`config.mk`:
```
export PLATFORM = sky130hd
export DESIGN_NAME = sram_arbiter
export DESIGN_NICKNAME = d
export VERILOG_FILES = /design/src/rtl/sram_pkg.sv /design/src/rtl/rr_arbiter2.sv /design/src/rtl/sram_arbiter.sv
export SDC_FILE = /design/constraint.sdc
export NUM_CORES = 1
export LEC_CHECK = 0
export BUFFER_PORTS_ARGS = -buffer_cell sky130_fd_sc_hd__clkbuf_2
export CORE_UTILIZATION = 47
export CTS_CLUSTER_SIZE = 20
export DETAILED_ROUTE_END_ITERATION = 8
export PLACE_DENSITY = 0.79
export RECOVER_POWER = 100
export SLEW_MARGIN = 20
export SYNTH_ARGS = -nofsm -noshare
export SYNTH_HDL_FRONTEND = slang
export SYNTH_SLANG_ARGS = --single-unit
```
`constraint.sdc`:
```
create_clock -name clk -period 3.35 [get_ports clk]
set_input_delay 0.1675 -clock clk [delete_from_list [all_inputs] [get_ports clk]]
set_output_delay 0.1675 -clock clk [all_outputs]
set_load 0.005 [all_outputs]
```
`src/rtl/sram_pkg.sv`:
```
// Shared SRAM definitions used by the arbiter, the SRAM driver and fifo_extmem.
package sram_pkg;

  localparam int unsigned SRAM_ADDR_BITS = 17;
  localparam int unsigned SRAM_DATA_BITS = 8;

  typedef enum logic {
    IDLE = 1'b0,
    BUSY = 1'b1
  } sram_state_e;

  function automatic logic [1:0] port_onehot(input logic sel);
    return sel ? 2'b10 : 2'b01;
  endfunction

endpackage

```
`src/rtl/rr_arbiter2.sv`:
```
// Two-way grant selection: round-robin on a registered last-served pointer,
// or fixed priority to port 1 when ROUND_ROBIN is 0.
module rr_arbiter2
  import sram_pkg::*;
#(
  parameter bit ROUND_ROBIN = 1'b1
) (
  input  logic       clk_i,
  input  logic       rst_i,
  input  logic [1:0] req_i,
  input  logic       take_i,
  output logic [1:0] gnt_o
);

  logic last_q;  // 1 = port 1 was served most recently

  always_comb begin
    gnt_o = req_i;
    if (req_i == 2'b11) begin
      gnt_o = port_onehot(!(ROUND_ROBIN && last_q));
    end
  end

  always_ff @(posedge clk_i) begin
    if (rst_i) begin
      last_q <= 1'b0;
    end else if (take_i) begin
      last_q <= gnt_o[1];
    end
  end

endmodule

```
`src/rtl/sram_arbiter.sv`:
```
// Two-port arbiter in front of a single SRAM driver: port 0 ingests (writes),
// port 1 plays back (reads). One transfer at a time, with a busy-cycle timeout.
module sram_arbiter
  import sram_pkg::*;
#(
  parameter int unsigned ADDR_BITS      = SRAM_ADDR_BITS,
  parameter int unsigned DATA_BITS      = SRAM_DATA_BITS,
  parameter int unsigned TIMEOUT_CYCLES = 4096,
  parameter bit          ROUND_ROBIN    = 1'b1
) (
  input  logic                 clk,
  input  logic                 reset,
  input  logic [1:0]           req,
  input  logic [1:0]           we,
  input  logic [ADDR_BITS-1:0] addr0,
  input  logic [ADDR_BITS-1:0] addr1,
  input  logic [DATA_BITS-1:0] wdata0,
  input  logic [DATA_BITS-1:0] wdata1,
  output logic [1:0]           done,
  output logic [DATA_BITS-1:0] rdata,
  output logic                 timeout,
  output logic                 mem_wr_en,
  output logic                 mem_rd_en,
  output logic [ADDR_BITS-1:0] mem_address,
  output logic [DATA_BITS-1:0] mem_data_out,
  input  logic [DATA_BITS-1:0] mem_data_in,
  input  logic                 mem_completed
);

  localparam int unsigned         CNT_BITS = $clog2(TIMEOUT_CYCLES + 1);
  localparam logic [CNT_BITS-1:0] CNT_LAST = CNT_BITS'(TIMEOUT_CYCLES - 1);

  sram_state_e          state_q;
  logic [1:0]           owner_q;
  logic [1:0]           gnt;
  logic [CNT_BITS-1:0]  cnt_q;
  logic                 mem_wr_en_q, mem_rd_en_q, timeout_q;
  logic [1:0]           done_q;
  logic [DATA_BITS-1:0] rdata_q, wdata_q, wdata_d;
  logic [ADDR_BITS-1:0] addr_q, addr_d;
  logic                 we_d;
  logic                 take;

  assign take = (state_q == IDLE) && (req != 2'b00);

  rr_arbiter2 #(.ROUND_ROBIN(ROUND_ROBIN)) u_arb (
    .clk_i  (clk),
    .rst_i  (reset),
    .req_i  (req),
    .take_i (take),
    .gnt_o  (gnt)
  );

  always_comb begin
    addr_d  = gnt[1] ? addr1  : addr0;
    wdata_d = gnt[1] ? wdata1 : wdata0;
    we_d    = gnt[1] ? we[1]  : we[0];
  end

  always_ff @(posedge clk) begin
    if (reset) begin
      state_q     <= IDLE;
      owner_q     <= '0;
      cnt_q       <= '0;
      mem_wr_en_q <= 1'b0;
      mem_rd_en_q <= 1'b0;
      done_q      <= '0;
      timeout_q   <= 1'b0;
      rdata_q     <= '0;
      addr_q      <= '0;
      wdata_q     <= '0;
    end else begin
      done_q    <= '0;
      timeout_q <= 1'b0;
      case (state_q)
        IDLE: begin
          if (take) begin
            state_q     <= BUSY;
            owner_q     <= gnt;
            cnt_q       <= '0;
            addr_q      <= addr_d;
            wdata_q     <= wdata_d;
            mem_wr_en_q <= we_d;
            mem_rd_en_q <= !we_d;
          end
        end
        BUSY: begin
          // A completion on the last allowed cycle wins over the timeout.
          if (mem_completed) begin
            state_q     <= IDLE;
            mem_wr_en_q <= 1'b0;
            mem_rd_en_q <= 1'b0;
            done_q      <= owner_q;
            if (mem_rd_en_q) rdata_q <= mem_data_in;
          end else if (cnt_q == CNT_LAST) begin
            state_q     <= IDLE;
            mem_wr_en_q <= 1'b0;
            mem_rd_en_q <= 1'b0;
            done_q      <= owner_q;
            timeout_q   <= 1'b1;
          end else begin
            cnt_q <= cnt_q + 1'b1;
          end
        end
        default: state_q <= IDLE;
      endcase
    end
  end

  assign done         = done_q;
  assign timeout      = timeout_q;
  assign rdata        = rdata_q;
  assign mem_wr_en    = mem_wr_en_q;
  assign mem_rd_en    = mem_rd_en_q;
  assign mem_address  = addr_q;
  assign mem_data_out = wdata_q;

endmodule

```
# Word-level counts from Yosys, hierarchy flattened
# Index checks and enable logic that the tools add are counted.
# totals
word_cells,50
regBits,55
output_inout_bits,38
in_bits,65
# classes
n_bitwise,1
n_reduce_logical,9
n_addsub,1
n_mux,22
eq_ne,6
# ops
op,count
13-bit two-way mux,3
13-bit one-hot mux with 2 select lines,1
17-bit two-way mux,1
"13-bit by 1-bit adder with 13-bit output, second input constant",1
"13-bit by 12-bit == test with 1-bit output, second input constant",1
1-bit two-way mux,9
2-bit two-way mux,4
8-bit two-way mux,1
"2-bit inequality test, second input constant",3
1-bit one-hot mux with 2 select lines,3
3-bit AND reduction,2
2-bit AND reduction,2
"3-bit by 2-bit inequality test with 1-bit output, second input constant",1
3-bit OR reduction,1
"2-bit == test, second input constant",1
2-bit nonzero test,1
2-bit OR reduction,1
1-bit logical AND,1
1-bit logical NOT,1
1-bit NOT,1

# Longest topological paths before layout
# logic_depth
word_depth,6
mapped_depth,5
mapped_depth_nobuf,5

# By module
# A second synthesis with hierarchy kept.
# unflattened
cells_unflattened,264
hier_area_um2,2464.9
# by_module_without_submodules
module,seq_area_each_um2,instances,cells_each,area_each_um2
sram_arbiter,1081.0,1,257,2397.3
rr_arbiter2,20.0,1,7,67.6

# Least setup slack after synthesis
# No wires, ideal clock.
# synth_timing
path_type,register to register
start,register cnt_q[0]
end,register cnt_q[3]
n_path_buf,0
required_time_ns,3.274
setup_slack_ns,1.681
stages_incl_launch_ff,6
period_less_slack_ns,1.669
setup_ns,0.076
arrival_time_ns,1.593
cell_sequence,dfxtp_1 ha_1 nand4_2 o41ai_2 o21ai_0 a21boi_0
# synth_via
elab_chain_len,4
word_cells_on_any_way,7
cone_classes,add/sub: 1; eq/ne: 2; mux: 3; reduce/logical: 1
# synth_rtl
element,line_no,rtl
start: declaration,sram_arbiter.sv:36,logic [CNT_BITS-1:0] cnt_q;
start signal: assignment,sram_arbiter.sv:102,cnt_q <= cnt_q + 1'b1;
13-bit by 1-bit adder with 13-bit output,sram_arbiter.sv:102,
13-bit two-way mux,sram_arbiter.sv:95,end else if (cnt_q == CNT_LAST) begin
13-bit two-way mux,sram_arbiter.sv:89,if (mem_completed) begin
13-bit one-hot mux with 2 select lines,sram_arbiter.sv:75,case (state_q)
# Parallel ways exist; a longest one is shown, timed or not. The select of a mux whose other input is x is not followed.
# A chain may end at the register's enable or synchronous reset.

# Final worst setup path
# layout_timing
start,register state_q
end,"register mem_rd_en_q, in the netlist mem_rd_en"
# layout_via
elab_chain_len,4
word_cells_on_any_way,6
cone_classes,eq/ne: 2; mux: 1; bitwise: 1; reduce/logical: 2
# layout_rtl
element,line_no,rtl
start: declaration,sram_arbiter.sv:33,sram_state_e state_q;
start signal: assignment,sram_arbiter.sv:62,state_q <= IDLE;
start signal: assignment,sram_arbiter.sv:78,state_q <= BUSY;
start signal: assignment,sram_arbiter.sv:90,state_q <= IDLE;
1-bit NOT (no line),n/a,
1-bit logical AND,sram_arbiter.sv:44,assign take = (state_q == IDLE) && (req != 2'b00);
2-bit inequality test (no line),n/a,
2-bit AND reduction (no line),n/a,
end signal: assignment,sram_arbiter.sv:84,mem_rd_en_q <= !we_d;
end: declaration,sram_arbiter.sv:37,"logic mem_wr_en_q, mem_rd_en_q, timeout_q;"
# Parallel ways exist; a longest one is shown, timed or not.

==> flow_summary.toml <==
[placed_design]
place_congestion = 0.7977
dp.final_hpwl_um = 3973
dp.cells = 413
placement.io_buffers = 102
pre_cts_slack_ns = 1.214

[final_layout]
most-common-layout-cells = "76 x sky130_fd_sc_hd__clkbuf_2, 54 x sky130_fd_sc_hd__dfxtp_1, 40 x sky130_fd_sc_hd__nor2_1, 34 x sky130_fd_sc_hd__mux2i_1, 28 x sky130_fd_sc_hd__a211oi_1"
insertedDiodeCount = 0
layout-drive-gt1-share_pct = 25.50
design.final.nets = 419
filler_cell_count = 441
fin_cells = 420
area_delta_synth_final_pct = 25.06
layout.cells.most_common = "sky130_fd_sc_hd__clkbuf_2"

[sta]
timing.clock.skew_ns = 0.006934
timing_worst_slew_pin_value_ns = 1.780
tns_ns = 0
number_of_failing_hold_endpoints_at_the_final_stage = 0
final_setup_viols = 0
max_slew_margin_pct = -18.67
post-route-period-util_pct = 76.38
grt_setup_unrepaired = "no"
hold_ws_ns = 0.09921
period_minus_slack_ns = 2.559
drv_slew = 58
timing.final.ws_setup_ns = 0.7913
max_freq_ghz = 0.3908

[status]
outcome = "complete, but fails checks"
failed_checks = "max-capacitance violations, max-slew violations"

[power_and_ir_drop]
ir_drop_mv = 0.2847
power.static_leakage_uw = 0.001320
power_report.internal_total_uw = 1020
share_clk_of_total_power_pct = 32.3
post_layout_total_power_uw = 1352
total_power_divided_by_cell_area_mw_per_mm2 = 445.7
share_comb_of_total_power_pct = 15.6
power.share.switching_pct = 24.55
power.net_switching_uw = 332.0
p_seq_share_pct = 52.2

[detailed_routing]
vias = 2245
drt-pass1-iter-count = 4
drc = 0
postRouteAntennaNets = 0
dr.first_iter.drc_count = 126
post_drt_via_cell_ratio = 5.345
drt-wirelength-per-cell_um = 12.87
routed_wl_um = 5406

[yosys]
ys_ff_latch = 54
synth.lib_cells_used.distinct = 40
async_reset_ff_share_pct = 0
ys_warn_count = 0
ys.flop_type = "sky130_fd_sc_hd__dfxtp_1"
synth_enable_flop_cells = 0
seq_area_frac_synth_pct = 44.56
syn_area_per_cell_um2 = 9.367
synthesis.instances = 259
post_synth_instance_area_mm2 = 0.002426
synthesis.nets = 325

[hold_path]
hold_path.class = "in -> reg"
worst_hold_path.endpoint = "rdata[5]"
hp-start = "mem_data_in[5]"
whs_path_depth = 3

[setup_path]
cp_cell_sequence = "o21ba_1 -> or4b_2 -> a31oi_1"
worst_r2r_endpoint = "mem_rd_en"
reg2reg_slack_ns = 0.79
critical_path.n_buffers_inverters = 0
max_stage_delay_ns = 0.88
r2r_cells = 3
setup.worst_path.end_class = "register"
arrival_time_at_the_worst_endpoint_ns = 2.77
worst_r2r_startpoint = "state_q"
criticalPathCategory = "reg -> reg"
critPathRequiredTime_ns = 3.56
cp-start-kind = "register"
crit_path_slowest_cell = "sky130_fd_sc_hd__or4b_2"
worstPathMaxFanout = 57
timing.critical_path.max_delay_family = "compound AO/OA/AOI/OAI gates"

[cts]
clockBufferDepth = 2
cts.sinks = 54
cts_inserted_buffers = 5
cts_tree = "done"
cts.clk_slew.worst_paths_ns = 0.09
insertion_delay_ns = 0.30
cts-htree-levels = 2
cts_root_buffer = "sky130_fd_sc_hd__clkbuf_8"
post_cts_hold_buffer_count = 0
post_cts.repair.setup_buffers = 0
ctsResizeCount = 0

[floorplanning]
die_w_um = 73.85
io_pins = 103
floorplan.initialDensity_pct = 50.04
core-area_mm2 = 0.004848
design.die.area_mm2 = 0.005453
std_cell_rows = 25
floorplan.die.height_um = 73.85

[global_route]
first_global_vias = 1978
globalRoute.totalOverflow = 0
grt_max_degree = 58
grt_pass1_wl_um = 8721
grt_antenna_before_repair = 0
grt.total_usage_pct = 20.71

[run]
drv_cap = 1
[cell type report]
class | count | area, um^2 | share of cell area, %
multi-input cells | 184 | 1252 | 41.28
flip-flops and latches | 54 | 1081 | 35.63
repair buffers | 103 | 485.5 | 16.00
well taps | 67 | 83.83 | 2.763
clock buffers | 6 | 82.58 | 2.722
clock inverters | 1 | 30.03 | 0.9897
inverters | 5 | 18.77 | 0.6186
[worst min-delay path, delay by kind of cell]
| family | cells | cell delay, ns |
|---|---|---|
| AND/OR/NAND/NOR | 1 | 0.07 |
| multiplexers | 1 | 0.05 |
| buffers and inverters | 1 | 0.07 |
[routing by layer]
| metal | global-route usage (%) | vias up | wire length, um |
|---|---|---|---|
| li1 | - | 1150 | - |
| met1 | 24.57 | 1009 | 2328 |
| met2 | 35.58 | 77 | 2669 |
| met3 | 5.761 | 9 | 306 |
| met4 | 7.479 | 0 | 102 |
| met5 | 0 | - | 0 |
[per-stage QoR]
step                area, um^2  utilization [%]
detailed placement        2975            61.37
global route              3034            62.58
finish                    3034            62.58
CTS                       3088            63.69
floorplan                 2426                -
global placement          2975            61.37
[worst max path at each step]
| stage | start | endpoint | slack [ns] | cells past startpoint |
|---|---|---|---|---|
| 2_1_floorplan | cnt_q[0] | cnt_q[3] | 1.68 | 5 |
| 3_3_place_gp | state_q | mem_rd_en | 1.25 | 3 |
| 3_5_place_dp | state_q | mem_rd_en | 1.21 | 3 |
| 4_1_cts | state_q | mem_rd_en | 1.20 | 3 |
| 5_1_grt | state_q | mem_wr_en | 0.53 | 3 |
| 6_report | state_q | mem_rd_en | 0.79 | 3 |
[cells by family (layout without fill, tap and decap cells)]
family / Yosys count / count (layout) / share of synthesized area, %
mux: 34 / 34 / 14.03
buf+inv: 21 / 115 / 3.403
fa+ha+maj: 1 / 1 / 0.5156
simple gates: 85 / 85 / 18.82
flops: 54 / 54 / 44.56
compound gates: 64 / 64 / 18.67
[sequential cells by signal, summed over array words and instances, names as in the netlist, 2 cells and up]
signal        cells
owner_q           2
done              2
mem_address      17
rdata             8
cnt_q            13
mem_data_out      8
[power by group through the flow]
stage,logic [uW],clock network [uW],registers [uW]
4_1_cts,219,448,706
5_1_grt,235,469,712
6_report,210,436,706
3_5_place_dp,219,0,720
2_1_floorplan,123,0,718
3_3_place_gp,214,0,719
[synthesized netlist by cell type (all sizes together), types with 2 or more instances]
master	n	area (um^2)
or3	2	12.51
clkbuf	12	45.04
nor3b	2	15.01
o41ai	2	25.03
a21boi	3	22.52
nor2b	3	18.77
mux2i	34	340.3
nand2	6	22.52
a211oi	28	210.2
nor4	3	33.78
nand3b	2	15.01
nand3	5	37.54
nand2b	6	37.54
dfxtp	54	1081
and3	2	12.51
inv	5	18.77
o21ai	10	50.05
a311oi	3	26.28
nor2	40	150.1
nor3	4	20.02
a21oi	10	50.05
o31ai	2	15.01
buf	4	18.76
nand4	2	18.77
or4	5	37.54
Power figures use the tool's default switching activity.
